[src/rtl/bus_arbiter_pkg.sv]
// Shared types and constants for the two-master bus arbiter.
package bus_arbiter_pkg;

    // Arbiter FSM encoding: idle, fetch port granted, data port granted.
    typedef enum logic [1:0] {
        ARB_IDLE = 2'd0,
        ARB_IBUS = 2'd1,
        ARB_DBUS = 2'd2
    } arb_state_t;

    // Fetches always move a full word.
    localparam logic [3:0] ARB_SEL_WORD = 4'b1111;

endpackage

[src/rtl/bus_arbiter_timer.sv]
// arb_timer: watchdog for the arbiter. It counts cycles while run is high and
// raises expired during the TIMEOUT-th consecutive cycle. clear restarts it.
module arb_timer #(
    parameter int TIMEOUT = 16
) (
    input  logic clk,
    input  logic rst,
    input  logic run,
    input  logic clear,
    output logic expired
);

    localparam int CNT_W = $clog2(TIMEOUT) + 1;
    localparam logic [CNT_W-1:0] LIMIT = CNT_W'(TIMEOUT - 1);

    logic [CNT_W-1:0] cnt_q;
    logic [CNT_W-1:0] cnt_d;

    assign expired = run && (cnt_q == LIMIT);

    // Next count: saturates at the limit, restarts on clear.
    always_comb begin
        cnt_d = cnt_q;
        if (clear) begin
            cnt_d = '0;
        end else if (run && !expired) begin
            cnt_d = cnt_q + 1'b1;
        end
    end

    // Counter register with synchronous reset.
    always_ff @(posedge clk) begin
        if (rst) begin
            cnt_q <= '0;
        end else begin
            cnt_q <= cnt_d;
        end
    end

endmodule

[src/rtl/bus_arbiter.sv]
// bus_arbiter: shares one memory bus between the instruction-fetch port and
// the data port. The data port has fixed priority. One transaction is in flight
// at a time; the slave may insert any number of wait states.
// Optional watchdog: define ARB_TIMEOUT_EN to abort transactions that are not
// acknowledged within TIMEOUT cycles (flagged through if_err_o / mem_err_o).
import bus_arbiter_pkg::*;

module bus_arbiter #(
    parameter int ADDR_W  = 32,
    parameter int DATA_W  = 32,
    parameter int TIMEOUT = 16
) (
    input  logic              clk,
    input  logic              rst,
    // Instruction-fetch port
    input  logic              if_req_i,
    input  logic [ADDR_W-1:0] if_addr_i,
    output logic [DATA_W-1:0] if_rdata_o,
    output logic              if_ack_o,
    output logic              if_err_o,
    // Data port
    input  logic              mem_req_i,
    input  logic              mem_we_i,
    input  logic [3:0]        mem_sel_i,
    input  logic [ADDR_W-1:0] mem_addr_i,
    input  logic [DATA_W-1:0] mem_wdata_i,
    output logic [DATA_W-1:0] mem_rdata_o,
    output logic              mem_ack_o,
    output logic              mem_err_o,
    // Slave bus
    output logic              bus_cyc_o,
    output logic              bus_we_o,
    output logic [3:0]        bus_sel_o,
    output logic [ADDR_W-1:0] bus_addr_o,
    output logic [DATA_W-1:0] bus_wdata_o,
    input  logic [DATA_W-1:0] bus_rdata_i,
    input  logic              bus_ack_i,
    // Pipeline stall requests
    output logic              stallreq_if_o,
    output logic              stallreq_mem_o
);

    arb_state_t        state_q,     state_d;
    logic              bus_cyc_q,   bus_cyc_d;
    logic              bus_we_q,    bus_we_d;
    logic [3:0]        bus_sel_q,   bus_sel_d;
    logic [ADDR_W-1:0] bus_addr_q,  bus_addr_d;
    logic [DATA_W-1:0] bus_wdata_q, bus_wdata_d;
    logic [DATA_W-1:0] if_rdata_q,  if_rdata_d;
    logic [DATA_W-1:0] mem_rdata_q, mem_rdata_d;
    logic              if_ack_q,    if_ack_d;
    logic              mem_ack_q,   mem_ack_d;
    logic              if_err_q,    if_err_d;
    logic              mem_err_q,   mem_err_d;

    logic              timeout_expired;
    logic              if_go;
    logic              mem_go;

`ifdef ARB_TIMEOUT_EN
    // Watchdog runs only while a transaction is on the bus.
    arb_timer #(
        .TIMEOUT (TIMEOUT)
    ) u_arb_timer (
        .clk     (clk),
        .rst     (rst),
        .run     (bus_cyc_q),
        .clear   (!bus_cyc_q),
        .expired (timeout_expired)
    );
`else
    localparam int unused_timeout = TIMEOUT;
    assign timeout_expired = 1'b0;
`endif

    // A request whose ack is showing this cycle is the tail of the previous
    // transaction (requester has not dropped req yet), so it must not re-issue.
    assign if_go  = if_req_i  && !if_ack_q;
    assign mem_go = mem_req_i && !mem_ack_q;

    // Next-state and bus-output decode.
    always_comb begin
        // NOTE: every _d is given its hold value first so no path leaves a
        // variable unassigned, which would otherwise infer a latch.
        state_d     = state_q;
        bus_cyc_d   = bus_cyc_q;
        bus_we_d    = bus_we_q;
        bus_sel_d   = bus_sel_q;
        bus_addr_d  = bus_addr_q;
        bus_wdata_d = bus_wdata_q;
        if_rdata_d  = if_rdata_q;
        mem_rdata_d = mem_rdata_q;
        if_ack_d    = 1'b0;
        mem_ack_d   = 1'b0;
        if_err_d    = 1'b0;
        mem_err_d   = 1'b0;

        unique case (state_q)
            ARB_IDLE: begin
                if (mem_go) begin
                    state_d     = ARB_DBUS;
                    bus_cyc_d   = 1'b1;
                    bus_we_d    = mem_we_i;
                    bus_sel_d   = mem_sel_i;
                    bus_addr_d  = mem_addr_i;
                    bus_wdata_d = mem_wdata_i;
                end else if (if_go) begin
                    state_d     = ARB_IBUS;
                    bus_cyc_d   = 1'b1;
                    bus_we_d    = 1'b0;
                    bus_sel_d   = ARB_SEL_WORD;
                    bus_addr_d  = if_addr_i;
                    bus_wdata_d = '0;
                end
            end

            ARB_IBUS, ARB_DBUS: begin
                // A slave ack in the expiry cycle still completes normally.
                if (bus_ack_i) begin
                    state_d   = ARB_IDLE;
                    bus_cyc_d = 1'b0;
                    bus_we_d  = 1'b0;
                    if (state_q == ARB_IBUS) begin
                        if_rdata_d  = bus_rdata_i;
                        if_ack_d    = 1'b1;
                    end else begin
                        mem_rdata_d = bus_rdata_i;
                        mem_ack_d   = 1'b1;
                    end
                end else if (timeout_expired) begin
                    state_d   = ARB_IDLE;
                    bus_cyc_d = 1'b0;
                    bus_we_d  = 1'b0;
                    if (state_q == ARB_IBUS) begin
                        if_rdata_d  = '0;
                        if_ack_d    = 1'b1;
                        if_err_d    = 1'b1;
                    end else begin
                        mem_rdata_d = '0;
                        mem_ack_d   = 1'b1;
                        mem_err_d   = 1'b1;
                    end
                end
            end

            default: begin
                state_d   = ARB_IDLE;
                bus_cyc_d = 1'b0;
                bus_we_d  = 1'b0;
            end
        endcase
    end

    // State and output registers; reset aborts any transaction in flight.
    always_ff @(posedge clk) begin
        if (rst) begin
            state_q     <= ARB_IDLE;
            bus_cyc_q   <= 1'b0;
            bus_we_q    <= 1'b0;
            bus_sel_q   <= '0;
            bus_addr_q  <= '0;
            bus_wdata_q <= '0;
            if_rdata_q  <= '0;
            mem_rdata_q <= '0;
            if_ack_q    <= 1'b0;
            mem_ack_q   <= 1'b0;
            if_err_q    <= 1'b0;
            mem_err_q   <= 1'b0;
        end else begin
            // NOTE: non-blocking assignments so every register samples the
            // pre-edge values, independent of statement order.
            state_q     <= state_d;
            bus_cyc_q   <= bus_cyc_d;
            bus_we_q    <= bus_we_d;
            bus_sel_q   <= bus_sel_d;
            bus_addr_q  <= bus_addr_d;
            bus_wdata_q <= bus_wdata_d;
            if_rdata_q  <= if_rdata_d;
            mem_rdata_q <= mem_rdata_d;
            if_ack_q    <= if_ack_d;
            mem_ack_q   <= mem_ack_d;
            if_err_q    <= if_err_d;
            mem_err_q   <= mem_err_d;
        end
    end

    assign bus_cyc_o      = bus_cyc_q;
    assign bus_we_o       = bus_we_q;
    assign bus_sel_o      = bus_sel_q;
    assign bus_addr_o     = bus_addr_q;
    assign bus_wdata_o    = bus_wdata_q;
    assign if_rdata_o     = if_rdata_q;
    assign mem_rdata_o    = mem_rdata_q;
    assign if_ack_o       = if_ack_q;
    assign mem_ack_o      = mem_ack_q;
    assign if_err_o       = if_err_q;
    assign mem_err_o      = mem_err_q;

    // Stall while a request is outstanding and not being acknowledged.
    assign stallreq_if_o  = if_req_i  && !if_ack_q;
    assign stallreq_mem_o = mem_req_i && !mem_ack_q;

endmodule
[config.mk]
export PLATFORM = sky130hd
export DESIGN_NAME = bus_arbiter
export DESIGN_NICKNAME = d
export VERILOG_FILES = /design/src/rtl/bus_arbiter_pkg.sv /design/src/rtl/bus_arbiter_timer.sv /design/src/rtl/bus_arbiter.sv
export SDC_FILE = /design/constraint.sdc
export NUM_CORES = 1
export LEC_CHECK = 0
export CAP_MARGIN = 20
export CORE_UTILIZATION = 50
export DETAILED_ROUTE_END_ITERATION = 7
export DONT_BUFFER_PORTS = 1
export PLACE_DENSITY = 0.66
export SLEW_MARGIN = 20
export SYNTH_ARGS = -nofsm -noshare
export SYNTH_HDL_FRONTEND = slang
export SYNTH_SLANG_ARGS = --single-unit
export TNS_END_PERCENT = 20
[constraint.sdc]
create_clock -name clk -period 4.2 [get_ports clk]
set_input_delay 1.05 -clock clk [delete_from_list [all_inputs] [get_ports clk]]
set_output_delay 1.05 -clock clk [all_outputs]
set_load 0.05 [all_outputs]
== After elaboration in Yosys (flattened, before gate mapping) ==
Index checks and enable logic that the tools add are counted.
Cells by class
  reduce and logical (&&, ||, !) cells: 12
  bitwise logic cells: 3
  multiplexer cells: 19
  eq/ne operators: 4
Operators with widths (number)
  two-way mux 32 bit: 4
  two-way mux 4 bit: 2
  two-way mux 1 bit: 7
  two-way mux 2 bit: 3
  AND reduction 3 bit: 2
  case mux 1 bit (2 select lines): 2
  case mux 2 bit (2 select lines): 1
  AND reduction 2 bit: 2
  != test 3 bit, second input constant: 1
  inverter 1 bit: 3
  OR reduction 3 bit: 1
  equality test 2 x 1 -> 1 bit, second input constant: 1
  equality test 2 bit, second input constant: 1
  logical AND 1 bit: 2
  zero test 1 bit: 2
  zero test 2 bit: 1
  != test 2 bit, second input constant: 1
  nonzero test 2 bit: 1
  OR reduction 2 bit: 1
Word-level totals
  register bits: 138
  output and inout bits: 140
  bits of input ports: 138
  logic and storage cells: 48

== Logic depth before layout (Yosys ltp) ==
Gate-level depths: netlist (run 1).
  depth in word-level cells: 5
  gate-level depth with buffers: 8
  gate-level depth less buffers: 5

== Worst setup path before layout (run 1) ==
Ideal clock, no wire load.
  path kind: input-to-output
  start: input mem_req_i
  end: output stallreq_mem_o
  cell stages on the path: 3
  path slack: 1789 ps
  arrival: 1361 ps
  buffers on the path: 1
  cell sequence: nand2b_4 > buf_12 > inv_6
On the way
  longest elaborated chain between the ends: 1
Ends and longest elaborated chain
  start: declaration: line bus_arbiter.sv:22  | input logic mem_req_i,
  logical AND 1 bit: line bus_arbiter.sv:201  | assign stallreq_mem_o = mem_req_i && !mem_ack_q;
  end: declaration: line bus_arbiter.sv:40  | output logic stallreq_mem_o
Every way passes these cells.

== Worst setup path in the final report (run 1) ==
  start: register mem_ack_q, in the netlist mem_ack_o
  end: output stallreq_mem_o
On the way
  longest elaborated chain between the ends: 2
Ends and longest elaborated chain
  start: declaration: line bus_arbiter.sv:52  | logic mem_ack_q, mem_ack_d;
  start signal: assignment: line bus_arbiter.sv:181  | mem_ack_q <= mem_ack_d;
  zero test 1 bit: line bus_arbiter.sv:201
  logical AND 1 bit: line bus_arbiter.sv:201
Every way passes these cells.

==> summary.txt, run 1 <==
Detailed routing
  – Final wirelength: between 10000 and 15000 µm
  – Final ANT Viol Nets: 0
  – DRC: 0
  – M1 wire length: roughly 4800 µm
  – Met2 routed WL: between 6000 and 7000 µm
  – Routed vias/inst: around 5.8
  – WL/cell: 18.7 µm
  – Total number of vias: just under 4000
  – DR iter-0 viols: about 240
  – Drt pass-1 iters: 4
  – Top sig layer: met4
  – Detail Route met3 WL: roughly 1300 µm

Synthesis
  – Synth Cell Area: roughly 5500 µm²
  – EDFF count, synth: 0
  – Synth Flop Type: dfxtp_1
  – Synth top area cells: dfxtp_1, nand2_1, o32ai_2, a21oi_1, a32o_1
  – Synth async-reset ratio: 0%
  – Cell taking the most area after synthesis: dfxtp_1
  – Register area share after synthesis: 50.3%
  – Top post-synthesis cells by count: dfxtp_1, nand2_1, a21oi_1
  – Top-area cell type share of the netlist area: roughly half
  – FF+latch count, synth: between 100 and 150
  – Yosys warns: 0
  – Synth cell types: 36
  – Count leader, synth: dfxtp_1
  – Syn avg cell area: approximately 10 µm²
  – Mapped Cells: between 500 and 600

Timing
  – Setup TNS: 0 ps
  – Setup-failing EPs final: 0
  – Final Critical Period: 3090 ps
  – Worst Max-Slew Pin Slew: between 700 and 800 ps
  – RSZ-0062 raised after global routing: false
  – Final period util: 73.5%
  – Fmax: between 300 and 400 MHz
  – Final slew viol count: 0
  – Skew final: ~4.8 ps
  – Final-report hold violation count: 0
  – Slew HR: a little under half

Floorplan
  – Io pins: between 200 and 300
  – Site row count: 37
  – Die W: 107 µm
  – Die Ht: 107 µm
  – Core area: approximately 11000 µm²
  – Initial Util: ~52%
  – Full die area: 11400 µm²

Power
  – Switching power: between 1 and 1.5 mW
  – Switching Fraction: about a third
  – Pwr Density: ~640 nW/µm²
  – Int Pwr: 2.54 mW
  – LEAKAGE: ~2.2 nW
  – Sequential Power Share: about half
  – Logic pwr share: roughly a tenth
  – Clk pwr share: 38.9%
  – VDD IR max: around 0.00032 V

Setup path
  – Largest delay share family, worst path: flip-flops
  – Max Fanout on Critical Path: 37
  – Crit path launch type: flop
  – Worst path depth: 2
  – Worst r2r path cells: 4
  – CP required: 3150 ps
  – Crit-path cells: nand2b_4 -> inv_6
  – Critical Path End Type: primary output
  – CP max stage delay: ~700 ps
  – Arrival @ worst endpoint: roughly 2000 ps
  – WS Path Type: flop to primary output
  – Highest-delay cell along the critical path: dfxtp_1
  – CP bufs+invs: 1

Finish
  – Diode count: 0
  – Final-stage net count: roughly 670
  – Final cell count without fillers: 675
  – Layout cells sized above 1: 14.3%
  – P&R area growth vs syn: 8.85%

Placement
  – GPL Wtd Cong: 0.723
  – Port Buffer Count: 0
  – Placed insts: about 640
  – HPWL after detailed placement: around 8600 µm

Worst hold path
  – Min-delay worst type: flop to flop
  – Hold path depth: 2

Clocking
  – Root Driver: clkbuf_8
  – CTS buffer count: 17
  – CTS clk-pin slew, worst paths: about 60 ps
  – Clk sinks: 138
  – Clk buf depth: 2
  – Post-CTS Setup Inserts: 0
  – Hold buffers post-CTS: 0
  – Htree depth: 4
  – Cts repair resizes: 0
  – Later-pin clock latency in the skew report: between 500 and 600 ps
  – CTS tree: built

Job
  – Number of max-cap violations: 0

Status
  – Outcome: complete, no violations

GRT
  – Largest net degree at the start of global routing: about 100
  – Initial antenna violation count: 0
  – Vias in the first global route: 3738
  – First-pass GRT wire length: 18800 µm
  – Gr usage total: 21.2%
  – Congestion Overflow GR: 0
-- tightest hold or removal path: cells and delay by family, from the launching register on --
kind	cells	cell delay [ps]
compound gates	1	60
flops	1	320
simple gates	1	60
-- worst paths after layout --
| check | startpoint | end | slack (ps) |
|---|---|---|---|
| setup reg to reg | mem_ack_o | bus_wdata_o[0] | 1640 |
| hold / removal | state_q[1] | state_q[1] | 490 |
| setup / recovery | mem_ack_o | stallreq_mem_o | 1110 |
| hold reg to reg | state_q[1] | state_q[1] | 490 |
-- layout by cell type (no fill, tap or decap), drive strengths merged, types with 4 or more instances in the layout --
cell | synthesis | layout
inv | 37 | 38
o32ai | 32 | 32
buf | 35 | 4
clkbuf | 13 | 21
a32o | 32 | 32
mux2i | 32 | 32
o221a | 5 | 5
dfxtp | 138 | 138
nand3 | 4 | 4
a21oi | 67 | 67
nand2 | 132 | 132
clkinv | 0 | 5
-- state kept, by name (all words and copies together), names as in the netlist --
register     flops
state_q          2
bus_cyc_o        1
bus_we_o         1
bus_addr_o      32
mem_rdata_o     32
bus_wdata_o     32
bus_sel_o        4
if_ack_o         1
if_rdata_o      32
mem_ack_o        1
-- power by group through the flow --
stage | Clock, mW | Combinational, mW | Sequential [mW]
floorplan | 0 | 0.412 | 1.92
global placement | 0 | 0.389 | 1.95
detailed placement | 0 | 0.405 | 1.96
CTS | 1.52 | 0.405 | 1.93
global route | 1.57 | 0.443 | 1.94
finish | 1.48 | 0.401 | 1.92
-- per-stage QoR --
stage	utilization (%)	cell area (µm²)	hold WS (ps)	setup slack (ps)	total power, mW
floorplan	-	5500	460	1790	2.33
global placement	51.2	5380	462	1470	2.34
detailed placement	51.2	5380	472	1420	2.36
CTS	56.9	5980	480	1030	3.85
global route	56.9	5980	542	981	3.95
finish	56.9	5980	493	1110	3.81
-- kinds of logic after synthesis --
logic type      Yosys count  share of synthesized area [%]
compound gates          140                           23.1
fa+ha+maj                 3                          0.683
buf+inv                  85                           8.63
flops                   138                           50.3
mux                      32                           5.83
other cells               1                         0.0682
simple gates            151                           11.5
-- cell type report --
type | instances | area [µm²]
clock buffer | 21 | 459
clock inverter | 11 | 143
fill | 926 | 4520
inverter | 37 | 144
multi-input combinational | 328 | 2280
sequential | 138 | 2760
tap | 136 | 170
timing repair buffer | 4 | 30.0
-- routing by layer --
metal | up-vias | track usage [%]
met1 | 1838 | 22.8
li1 | 1864 | -
met3 | 22 | 8.51
met2 | 194 | 36.1
met4 | 0 | 10.8
met5 | - | 0
Power figures use the tool's default switching activity.
==> inputs of run 2 (changes only) <==
==> constraint.sdc (replaced) <==
create_clock -name clk -period 2.9 [get_ports clk]
set_input_delay 0.725 -clock clk [delete_from_list [all_inputs] [get_ports clk]]
set_output_delay 0.725 -clock clk [all_outputs]
set_load 0.05 [all_outputs]
==> summary.txt, run 2 (same netlist as run 1, synthesis figures left out) <==
Timing
  – Setup-failing EPs final: 0 (unchanged)
  – Worst Hold Slack: 295 ps (-199 ps)
  – Skew final: 8.74 ps (+3.99 ps)
  – RSZ-0062 raised after global routing: false
  – Final-report hold violation count: 0 (unchanged)
  – Worst Max-Slew Pin Slew: 777 ps (-3.12 ps)
  – Final Critical Period: between 2000 and 2500 ps
  – Final period util: about 80%
  – Slew HR: 48.0% (+0.21 points)
  – Final slew viol count: 0 (unchanged)
  – Setup TNS: 0 ps (unchanged)
  – Fmax: between 400 and 500 MHz

GRT
  – Initial antenna violation count: 0 (unchanged)
  – Largest net degree at the start of global routing: 103 (unchanged)
  – Gr usage total: 21.7% (+0.49 points)
  – Met2 Resource Use GR: 37.0% (+0.92 points)
  – Routing usage on met3: 9.60% (+1.1 points)
  – First-pass GRT wire length: 19200 µm (+2.2%)
  – Vias in the first global route: 3756 (+0.48%)
  – Global routing's busiest layer: met2
  – GRT met1 Usage: 23.0% (+0.29 points)
  – Congestion Overflow GR: 0 (unchanged)

Clocking
  – CTS tree: built
  – Post-CTS Setup Inserts: 0 (unchanged)
  – Root Driver: clkbuf_8
  – Clk buf depth: 2 (unchanged)
  – Cts repair resizes: 0 (unchanged)
  – Hold buffers post-CTS: 0 (unchanged)
  – CTS buffer count: 17 (unchanged)
  – CTS clk-pin slew, worst paths: 60 ps (about the same)
  – Htree depth: 4 (unchanged)
  – Later-pin clock latency in the skew report: 510 ps (about the same)
  – Clk sinks: 138 (unchanged)

Setup path
  – Crit path launch type: flop
  – Max Fanout on Critical Path: 5 (-86%)
  – Arrival @ worst endpoint: 1640 ps (-400 ps)
  – WS Path Type: flop to primary output
  – CP max stage delay: 670 ps (about the same)
  – Highest-delay cell along the critical path: dfxtp_1
  – CP bufs+invs: 1 (unchanged)
  – Largest delay share family, worst path: flip-flops
  – CP required: 2170 ps (-980 ps)
  – Crit-path cells: nand2b_4 -> inv_2
  – Critical Path End Type: primary output

Floorplan
  – Site row count: 37 (unchanged)
  – Initial Util: 52.3% (unchanged)
  – Core area: 10500 µm² (unchanged)
  – Die Ht: 107 µm (unchanged)
  – Full die area: 11400 µm² (unchanged)
  – Io pins: 278 (unchanged)
  – Die W: 107 µm (unchanged)

Power
  – Pwr Density: 906 nW/µm² (+43%)
  – Switching Fraction: 34.2% (+0.85 points)
  – Int Pwr: 3.57 mW (+41%)
  – Sequential Power Share: 51.3% (+0.7 points)
  – LEAKAGE: 2.16 nW (+0.33%)
  – PnR Total Power: 5.43 mW (+43%)
  – VDD IR max: 0.000428 V (+33%)
  – Switching power: 1.86 mW (+46%)
  – Clk pwr share: 37.8% (-1.1 points)
  – Logic pwr share: 10.9% (+0.4 points)

Detailed routing
  – Final wirelength: 12700 µm (+0.79%)
  – Final ANT Viol Nets: 0 (unchanged)
  – DRC: 0 (unchanged)
  – DR iter-0 viols: 338 (+43%)
  – Drt pass-1 iters: 8 (+4)
  – Routed vias/inst: 5.84 (+0.65%)
  – Total number of vias: 3967 (+1.3%)
  – WL/cell: 18.7 µm (+0.19%)

Finish
  – Multi-input logic area: 2270 µm² (-0.16%)
  – P&R area growth vs syn: 8.88% (about the same)
  – Diode count: 0 (unchanged)
  – Fillcell total: 952 (+2.8%)
  – Reg area: 2760 µm² (unchanged)
  – Most common cell after layout, fill and taps aside: dfxtp_1
  – Most frequent cells in the layout: dfxtp_1, nand2_1, a21oi_1
  – Layout cells sized above 1: 14.2% (-0.11 points)
  – Final-stage net count: 672 (+0.75%)

Placement
  – HPWL after detailed placement: 8750 µm (+2.0%)
  – Port Buffer Count: 0 (unchanged)
  – GPL Wtd Cong: 0.735 (+1.6%)

Worst hold path
  – Min-delay worst type: input pin to flop

Status
  – Outcome: complete, no violations

Job
  – Number of max-cap violations: 0 (unchanged)
-- run 2: area by class of cell --
type / instances / share of cell area, %
timing repair buffer: 9 / 1.13
clock buffer: 21 / 7.50
multi-input combinational: 328 / 38.0
clock inverter: 10 / 2.01
sequential: 138 / 46.2
inverter: 37 / 2.40
tap: 136 / 2.84
-- run 2: power groups by stage --
stage               sequential [mW]  clock [mW]  combinational (mW)
floorplan                      2.78           0               0.597
global placement               2.83           0               0.575
detailed placement             2.83           0               0.597
CTS                            2.79        2.09               0.597
global route                   2.81        2.19               0.650
finish                         2.78        2.05               0.589
-- run 2: final timing paths --
path | depth (start not counted) | slack, ps | start | endpoint
worst max-delay path | 2 | 530 | if_ack_o | stallreq_if_o
worst min-delay path | 1 | 290 | rst | if_rdata_o[6]
worst max register to register | 4 | 770 | if_ack_o | bus_wdata_o[26]
worst min register to register | 2 | 480 | state_q[1] | state_q[1]
-- run 2: per-stage QoR --
stage	utilization (%)	instances	setup WS, ps	area [µm²]
6_report	57.0	679	531	5990
5_1_grt	57.0	679	439	5990
4_1_cts	57.0	679	489	5990
3_5_place_dp	51.5	648	785	5420
3_3_place_gp	51.5	648	824	5420
2_1_floorplan	-	551	1120	5500
-- run 2: layer usage --
| metal | vias up | part of all wire (%) | wire length, µm |
|---|---|---|---|
| met3 | 16 | 11 | 1350 |
| met5 | - | 0 | 0 |
| met1 | 1873 | 37 | 4720 |
| li1 | 1882 | - | - |
| met2 | 196 | 51 | 6410 |
| met4 | 0 | 1.7 | 214 |
